==> src/rtl/dmem_init_sequencer_pkg.sv <==
// ---------------------------------------------------------------------------
// i281_dmem_pkg
// Shared constants and the sequencer state type for the i281 data-memory
// init/dump sequencer.
//   DEPTH     : number of DMEM bytes initialised and dumped
//   AW        : DMEM address width, log2(DEPTH)
//   DW        : DMEM data width
//   LAST_ADDR : highest DMEM address, ends both the init copy and the dump
//   state_t   : IDLE / INIT / RUN / DUMP
// ---------------------------------------------------------------------------
package i281_dmem_pkg;

    localparam int DEPTH = 16;
    localparam int AW    = 4;
    localparam int DW    = 8;

    localparam logic [AW-1:0] LAST_ADDR = AW'(DEPTH - 1);

    typedef enum logic [1:0] {
        IDLE,
        INIT,
        RUN,
        DUMP
    } state_t;

endpackage

==> src/rtl/dmem_init_sequencer_if.sv <==
// ---------------------------------------------------------------------------
// dmem_init_sequencer_if
// Bundles the DMEM port and the visualizer dump stream owned by the sequencer.
//   dmem_we / dmem_addr / dmem_wdata : write port into DMEM
//   dmem_rdata                       : asynchronous DMEM read data
//   dump_valid / dump_ready          : valid/ready handshake to the visualizer
//   dump_addr / dump_data            : address and byte currently offered
// Modports:
//   master : sequencer side (drives DMEM controls and the dump stream)
//   slave  : memory/visualizer side
// ---------------------------------------------------------------------------
interface dmem_init_sequencer_if;
    import i281_dmem_pkg::*;

    logic          dmem_we;
    logic [AW-1:0] dmem_addr;
    logic [DW-1:0] dmem_wdata;
    logic [DW-1:0] dmem_rdata;

    logic          dump_valid;
    logic          dump_ready;
    logic [AW-1:0] dump_addr;
    logic [DW-1:0] dump_data;

    modport master (
        output dmem_we, dmem_addr, dmem_wdata,
        input  dmem_rdata,
        output dump_valid, dump_addr, dump_data,
        input  dump_ready
    );

    modport slave (
        input  dmem_we, dmem_addr, dmem_wdata,
        output dmem_rdata,
        input  dump_valid, dump_addr, dump_data,
        output dump_ready
    );

endinterface

==> src/rtl/dmem_init_sequencer_init_byte_sel.sv <==
// ---------------------------------------------------------------------------
// init_byte_sel
// DEPTH:1 byte mux over the hardcoded init image.
//   init_data : packed init image, byte k on [DW*k+DW-1 : DW*k]
//   sel       : byte index
//   byte_out  : selected byte
// ---------------------------------------------------------------------------
module init_byte_sel
    import i281_dmem_pkg::*;
(
    input  logic [DEPTH*DW-1:0] init_data,
    input  logic [AW-1:0]       sel,
    output logic [DW-1:0]       byte_out
);

    assign byte_out = init_data[DW*sel +: DW];

endmodule

==> src/rtl/dmem_init_sequencer.sv <==
// ---------------------------------------------------------------------------
// dmem_init_sequencer
// Owns the single i281 DMEM port. After reset it copies the init image into
// DMEM, then grants the port to the CPU. On request it stalls the CPU and
// streams all DMEM bytes to the visualizer, or rewrites the init image.
//   clk        : rising-edge clock
//   rst_n      : asynchronous active-low reset
//   init_data  : packed init image from DMEM_Hardcoded
//   reload_req : pulse, rewrite the init image (aborts a dump)
//   dump_req   : pulse, stream DMEM out (honoured only in RUN)
//   cpu_we / cpu_addr / cpu_wdata : CPU access, passed through in RUN
//   cpu_stall  : CPU must hold while the port is not granted
//   init_done  : image loaded at least once since reset
//   mem        : DMEM port and dump stream (master side)
// ---------------------------------------------------------------------------
module dmem_init_sequencer
    import i281_dmem_pkg::*;
(
    input  logic                clk,
    input  logic                rst_n,
    input  logic [DEPTH*DW-1:0] init_data,
    input  logic                reload_req,
    input  logic                dump_req,
    input  logic                cpu_we,
    input  logic [AW-1:0]       cpu_addr,
    input  logic [DW-1:0]       cpu_wdata,
    output logic                cpu_stall,
    output logic                init_done,
    dmem_init_sequencer_if.master mem
);

    state_t        state;
    logic [AW-1:0] cnt;
    logic [DW-1:0] init_byte;

    init_byte_sel u_init_byte_sel (
        .init_data (init_data),
        .sel       (cnt),
        .byte_out  (init_byte)
    );

    // reload_req is checked first in every active state so it wins over a
    // simultaneous dump_req and over the end-of-copy/end-of-dump transitions.
    always_ff @(posedge clk or negedge rst_n) begin
        if (!rst_n) begin
            state     <= IDLE;
            cnt       <= '0;
            init_done <= 1'b0;
        end else begin
            case (state)
                IDLE: begin
                    state <= INIT;
                    cnt   <= '0;
                end
                INIT: begin
                    if (reload_req) begin
                        cnt <= '0;
                    end else if (cnt == LAST_ADDR) begin
                        state     <= RUN;
                        cnt       <= '0;
                        init_done <= 1'b1;
                    end else begin
                        cnt <= cnt + AW'(1);
                    end
                end
                RUN: begin
                    if (reload_req) begin
                        state <= INIT;
                        cnt   <= '0;
                    end else if (dump_req) begin
                        state <= DUMP;
                        cnt   <= '0;
                    end
                end
                DUMP: begin
                    if (reload_req) begin
                        state <= INIT;
                        cnt   <= '0;
                    end else if (mem.dump_ready) begin
                        if (cnt == LAST_ADDR) begin
                            state <= RUN;
                            cnt   <= '0;
                        end else begin
                            cnt <= cnt + AW'(1);
                        end
                    end
                end
                default: begin
                    state <= IDLE;
                    cnt   <= '0;
                end
            endcase
        end
    end

    assign cpu_stall = (state != RUN);

    // Port mux: outputs are decoded from the registered state and counter;
    // only RUN passes the CPU access straight through.
    always_comb begin
        mem.dmem_we    = 1'b0;
        mem.dmem_addr  = '0;
        mem.dmem_wdata = '0;
        mem.dump_valid = 1'b0;
        mem.dump_addr  = '0;
        mem.dump_data  = mem.dmem_rdata;
        case (state)
            INIT: begin
                mem.dmem_we    = 1'b1;
                mem.dmem_addr  = cnt;
                mem.dmem_wdata = init_byte;
            end
            RUN: begin
                mem.dmem_we    = cpu_we;
                mem.dmem_addr  = cpu_addr;
                mem.dmem_wdata = cpu_wdata;
            end
            DUMP: begin
                mem.dmem_addr  = cnt;
                mem.dump_valid = 1'b1;
                mem.dump_addr  = cnt;
            end
            default: ;
        endcase
    end

endmodule

==> src/flat_wrapper.sv <==
// flat-port wrapper written by rule: the top's interface ports become plain ports
module dmem_init_sequencer_flat import i281_dmem_pkg::*;
  (clk, rst_n, init_data, reload_req, dump_req, cpu_we, cpu_addr, cpu_wdata, cpu_stall, init_done, mem_dmem_we, mem_dmem_addr, mem_dmem_wdata, mem_dmem_rdata, mem_dump_valid, mem_dump_addr, mem_dump_data, mem_dump_ready);
  dmem_init_sequencer_if mem_i ();
  input  logic clk;
  input  logic rst_n;
  input  logic [DEPTH*DW-1:0] init_data;
  input  logic reload_req;
  input  logic dump_req;
  input  logic cpu_we;
  input  logic [AW-1:0] cpu_addr;
  input  logic [DW-1:0] cpu_wdata;
  output logic cpu_stall;
  output logic init_done;
  output wire logic [$bits(mem_i.dmem_we)-1:0] mem_dmem_we;
  output wire logic [$bits(mem_i.dmem_addr)-1:0] mem_dmem_addr;
  output wire logic [$bits(mem_i.dmem_wdata)-1:0] mem_dmem_wdata;
  input wire logic [$bits(mem_i.dmem_rdata)-1:0] mem_dmem_rdata;
  output wire logic [$bits(mem_i.dump_valid)-1:0] mem_dump_valid;
  output wire logic [$bits(mem_i.dump_addr)-1:0] mem_dump_addr;
  output wire logic [$bits(mem_i.dump_data)-1:0] mem_dump_data;
  input wire logic [$bits(mem_i.dump_ready)-1:0] mem_dump_ready;
  assign mem_dmem_we = mem_i.dmem_we;
  assign mem_dmem_addr = mem_i.dmem_addr;
  assign mem_dmem_wdata = mem_i.dmem_wdata;
  assign mem_i.dmem_rdata = mem_dmem_rdata;
  assign mem_dump_valid = mem_i.dump_valid;
  assign mem_dump_addr = mem_i.dump_addr;
  assign mem_dump_data = mem_i.dump_data;
  assign mem_i.dump_ready = mem_dump_ready;
  dmem_init_sequencer u_core (.clk(clk), .rst_n(rst_n), .init_data(init_data), .reload_req(reload_req), .dump_req(dump_req), .cpu_we(cpu_we), .cpu_addr(cpu_addr), .cpu_wdata(cpu_wdata), .cpu_stall(cpu_stall), .init_done(init_done), .mem(mem_i));
endmodule
==> config.mk <==
export PLATFORM = sky130hd
export DESIGN_NAME = dmem_init_sequencer_flat
export DESIGN_NICKNAME = d
export VERILOG_FILES = /design/src/rtl/dmem_init_sequencer_pkg.sv /design/src/rtl/dmem_init_sequencer_if.sv /design/src/rtl/dmem_init_sequencer_init_byte_sel.sv /design/src/rtl/dmem_init_sequencer.sv /design/src/flat_wrapper.sv
export SDC_FILE = /design/constraint.sdc
export NUM_CORES = 1
export LEC_CHECK = 0
export BUFFER_PORTS_ARGS = -buffer_cell sky130_fd_sc_hd__buf_4
export CAP_MARGIN = 20
export CORE_ASPECT_RATIO = 0.7
export CORE_UTILIZATION = 39
export CTS_CLUSTER_SIZE = 20
export DETAILED_ROUTE_END_ITERATION = 7
export PLACE_DENSITY = 0.92
export SYNTH_ARGS = -nofsm -noshare
export SYNTH_HDL_FRONTEND = slang
export SYNTH_HIERARCHICAL = 1
export SYNTH_SLANG_ARGS = --single-unit
==> constraint.sdc <==
create_clock -name clk -period 6.6 [get_ports clk]
set_input_delay 1.65 -clock clk [delete_from_list [all_inputs] [get_ports clk]]
set_output_delay 1.65 -clock clk [all_outputs]
set_load 0.01 [all_outputs]
==> flow_metrics.py <==
metrics = {
    "floorplan": {
        "fp.dieArea_um2": 4860,
        "core-area_um2": 4350,
        "initial_core_util": 0.410,
        "boundaryPins": 182,
        "die_width_um": 82.9,
        "num_rows": 20,
        "chipHeight_um": 58.6,
    },
    "pwr": {
        "p_int_mw": 0.342,
        "p_clk_frac": 0.107,
        "total_leakage_power_nw": 1.41,
        "ir_drop_mv": 0.119,
        "seqPwrFrac": 0.163,
        "switching_power_mw": 0.220,
        "powerDensity_nw_per_um2": 189,
        "p_sw_frac": 0.392,
        "p_comb_frac": 0.730,
    },
    "sta": {
        "rsz0062_at_grt": "no",
        "finalHoldViolCount": 0,
        "maxSlewHeadroom": 0.333,
        "final.setup_skew_ps": 0.327,
        "fin_crit_sh": 0.709,
        "fmax_mhz": 214,
        "drv_slew": 0,
        "worst_slack_ps": 1920,
        "fin_crit_ps": 4680,
        "fin_tns_setup_ps": 0,
        "setup_viol": 0,
        "worstMarginPinSlew_ps": 1000,
    },
    "logic_synthesis": {
        "ys.warnings.count": 6,
        "synthesis.nets": 321,
        "syn_avg_cell_area_um2": 11.0,
        "netlist_area_um2": 1790,
        "ys_seq_area_frac": 0.0981,
        "ys_seq_elements": 7,
        "syn-instance-count": 162,
        "ys_types": 34,
    },
    "global_routing": {
        "grt_pass1_vias": 2204,
        "grt_max_degree": 39,
        "grt_first_pass_wirelength_um": 11000,
        "antenna_found_initial": 0,
        "globalRouteTotalUtil": 0.296,
        "grt-ovfl-total": 0,
    },
    "place": {
        "gp_congestion": 0.817,
        "dp.cells": 361,
        "dp_hpwl_um": 6000,
        "dp_slack_ps": 1930,
        "io_buffers": 165,
        "post_dp_cell_area_um2": 2930,
    },
    "critical_path": {
        "r2r_setup_slack_ps": 4430,
        "reg2reg_to": "u_core/cnt[3]$_DFFE_PN0P_",
        "crit_family": "multiplexers",
        "ff2ff_path_depth": 5,
        "worst-setup-path-type": "input pin to primary output",
        "cp.required_ps": 4950,
        "end_kind": "primary output",
        "crit_arrival_ps": 3030,
        "path_buf_inv": 2,
        "crit_chain": "buf_4 > mux4_1 > a22oi_1 > nand2_1 > a22oi_1 > nor2b_1 > buf_4",
        "cp_max_fo": 1,
        "critPathSlowestCell": "mux4_1",
        "regToRegStartpoint": "u_core/cnt[0]$_DFFE_PN0P_",
        "worst_setup_path_start_kind": "input pin",
        "cp.depth": 7,
        "max_stage_delay_ps": 510,
    },
    "clock_tree": {
        "post_cts.repair.setup_buffers": 0,
        "insertion_delay_ps": 230,
        "cts_tree": "yes",
        "numCtsBuffers": 3,
        "clockBufferDepth": 2,
        "htree_levels": 1,
        "clockRootBuffer": "clkbuf_8",
        "post_cts_resized": 0,
        "clock_sinks": 7,
        "cts_hold_buf": 0,
        "cts.clk_slew.worst_paths_ps": 40,
    },
    "routing": {
        "num_vias": 2111,
        "viasPerCell": 5.78,
        "drt-total-wl_um": 7230,
        "detail_route.wl_per_cell_um": 19.8,
        "remaining_drc_errors": 0,
        "drtAntennaViolNets": 0,
        "drtIter0Drc": 105,
        "firstDrtPassIters": 4,
    },
    "finish": {
        "area.growth.synth_to_final_pct": 66.7,
        "fill_cells": 371,
        "drive_gt1_frac": 0.648,
        "final_cell_mix": "166 x buf_4, 28 x a22oi_1, 18 x mux4_2, 14 x mux4_1",
        "finalNonFillerCells": 365,
        "mostFrequentLayoutCell": "buf_4",
        "diodes": 0,
        "design_area_um2": 2980,
        "num-nets-final": 470,
        "post-route-util": 0.684,
    },
    "worst_hold_path": {
        "holdCritStartpoint": "u_core/init_done$_DFFE_PN0P_",
        "hold_path_class": "register to register",
        "hold_path_end": "u_core/init_done$_DFFE_PN0P_",
        "min_path_cells": 1,
    },
    "status": {
        "outcome": "finished clean",
    },
    "flow_run": {
        "maxCapViolCount": 0,
    },
}
[registers in the layout, summed over array words and instances, names as in the netlist]
signal / cells
u_core/init_done: 1
u_core/state: 2
u_core/cnt: 4
[through the flow]
step / power [mW] / hold WS, ps
3_5_place_dp: 0.499 / 487
3_3_place_gp: 0.485 / 459
5_1_grt: 0.601 / 505
2_1_floorplan: 0.356 / 506
6_report: 0.562 / 488
4_1_cts: 0.560 / 495
[cells in the mapped netlist]
library cell	n	share of area
nor3_1	1	0.0028
a31o_2	2	0.0098
nand3b_1	1	0.0042
clkdlybuf4s25_2	3	0.017
a21oi_2	1	0.0049
o21bai_1	1	0.0042
clkbuf_1	2	0.0042
nor2_1	8	0.017
and2b_1	1	0.0042
and2_2	4	0.017
a211oi_1	2	0.0084
nor2_2	1	0.0035
buf_2	4	0.011
o21ai_0	6	0.017
buf_6	4	0.025
nand2b_2	2	0.0098
nor2b_1	11	0.039
nand2_1	11	0.023
a22oi_1	28	0.12
buf_4	9	0.038
or2_2	1	0.0035
and3_1	1	0.0035
or4_4	1	0.0063
dfrtp_1	7	0.098
a21oi_1	3	0.0084
nand3_1	1	0.0028
and2_1	1	0.0035
mux4_1	14	0.21
mux4_2	18	0.23
inv_1	4	0.0084
o31ai_2	1	0.0070
ha_1	5	0.035
a21o_1	2	0.0084
nor4b_1	1	0.0049
[final cells by class]
| cell class | instances | area (µm²) | area share |
|---|---|---|---|
| Clock buffer | 4 | 45.0 | 0.0151 |
| Sequential cell | 7 | 176 | 0.0593 |
| Inverter | 4 | 15.0 | 0.00504 |
| Tap cell | 55 | 68.8 | 0.0231 |
| Timing Repair Buffer | 166 | 1250 | 0.419 |
| Multi-Input combinational cell | 129 | 1430 | 0.479 |
[worst max-delay path by stage]
stage	startpoint	endpoint	slack, ps
after floorplan	init_data[14]	mem_dmem_wdata[6]	2350
after global placement	init_data[9]	mem_dmem_wdata[1]	1970
after detailed placement	init_data[9]	mem_dmem_wdata[1]	1930
after CTS	init_data[9]	mem_dmem_wdata[1]	1930
after global routing	init_data[11]	mem_dmem_wdata[3]	1830
final	init_data[10]	mem_dmem_wdata[2]	1920
[logic make-up (layout without fill, tap and decap cells)]
group                      Yosys count  after routing  share of synthesized area
buffers and inverters               26            174                      0.104
muxes                               32             32                      0.433
DFF                                  7              7                     0.0981
adders and majority gates            5              5                     0.0350
AOI/OAI and AO/OA                   46             46                      0.186
and+or+nand+nor                     46             46                      0.144
[power groups by stage]
stage               clock (mW)  combinational, mW  sequential [mW]
global placement             0              0.393           0.0926
finish                  0.0599              0.410           0.0915
CTS                     0.0611              0.406           0.0929
detailed placement           0              0.405           0.0936
floorplan                    0              0.296           0.0590
global route            0.0647              0.438           0.0983
[layer usage]
layer | part of all wire | global-route usage | wire, µm | vias to the layer above
li1 | - | - | - | 959
met1 | 0.36 | 0.342 | 2600 | 1002
met2 | 0.52 | 0.568 | 3780 | 137
met3 | 0.10 | 0.0771 | 759 | 13
met4 | 0.013 | 0.0567 | 96 | 0
met5 | 0 | 0 | 0 | -
No activity file was read; power rests on OpenSTA's default activity.
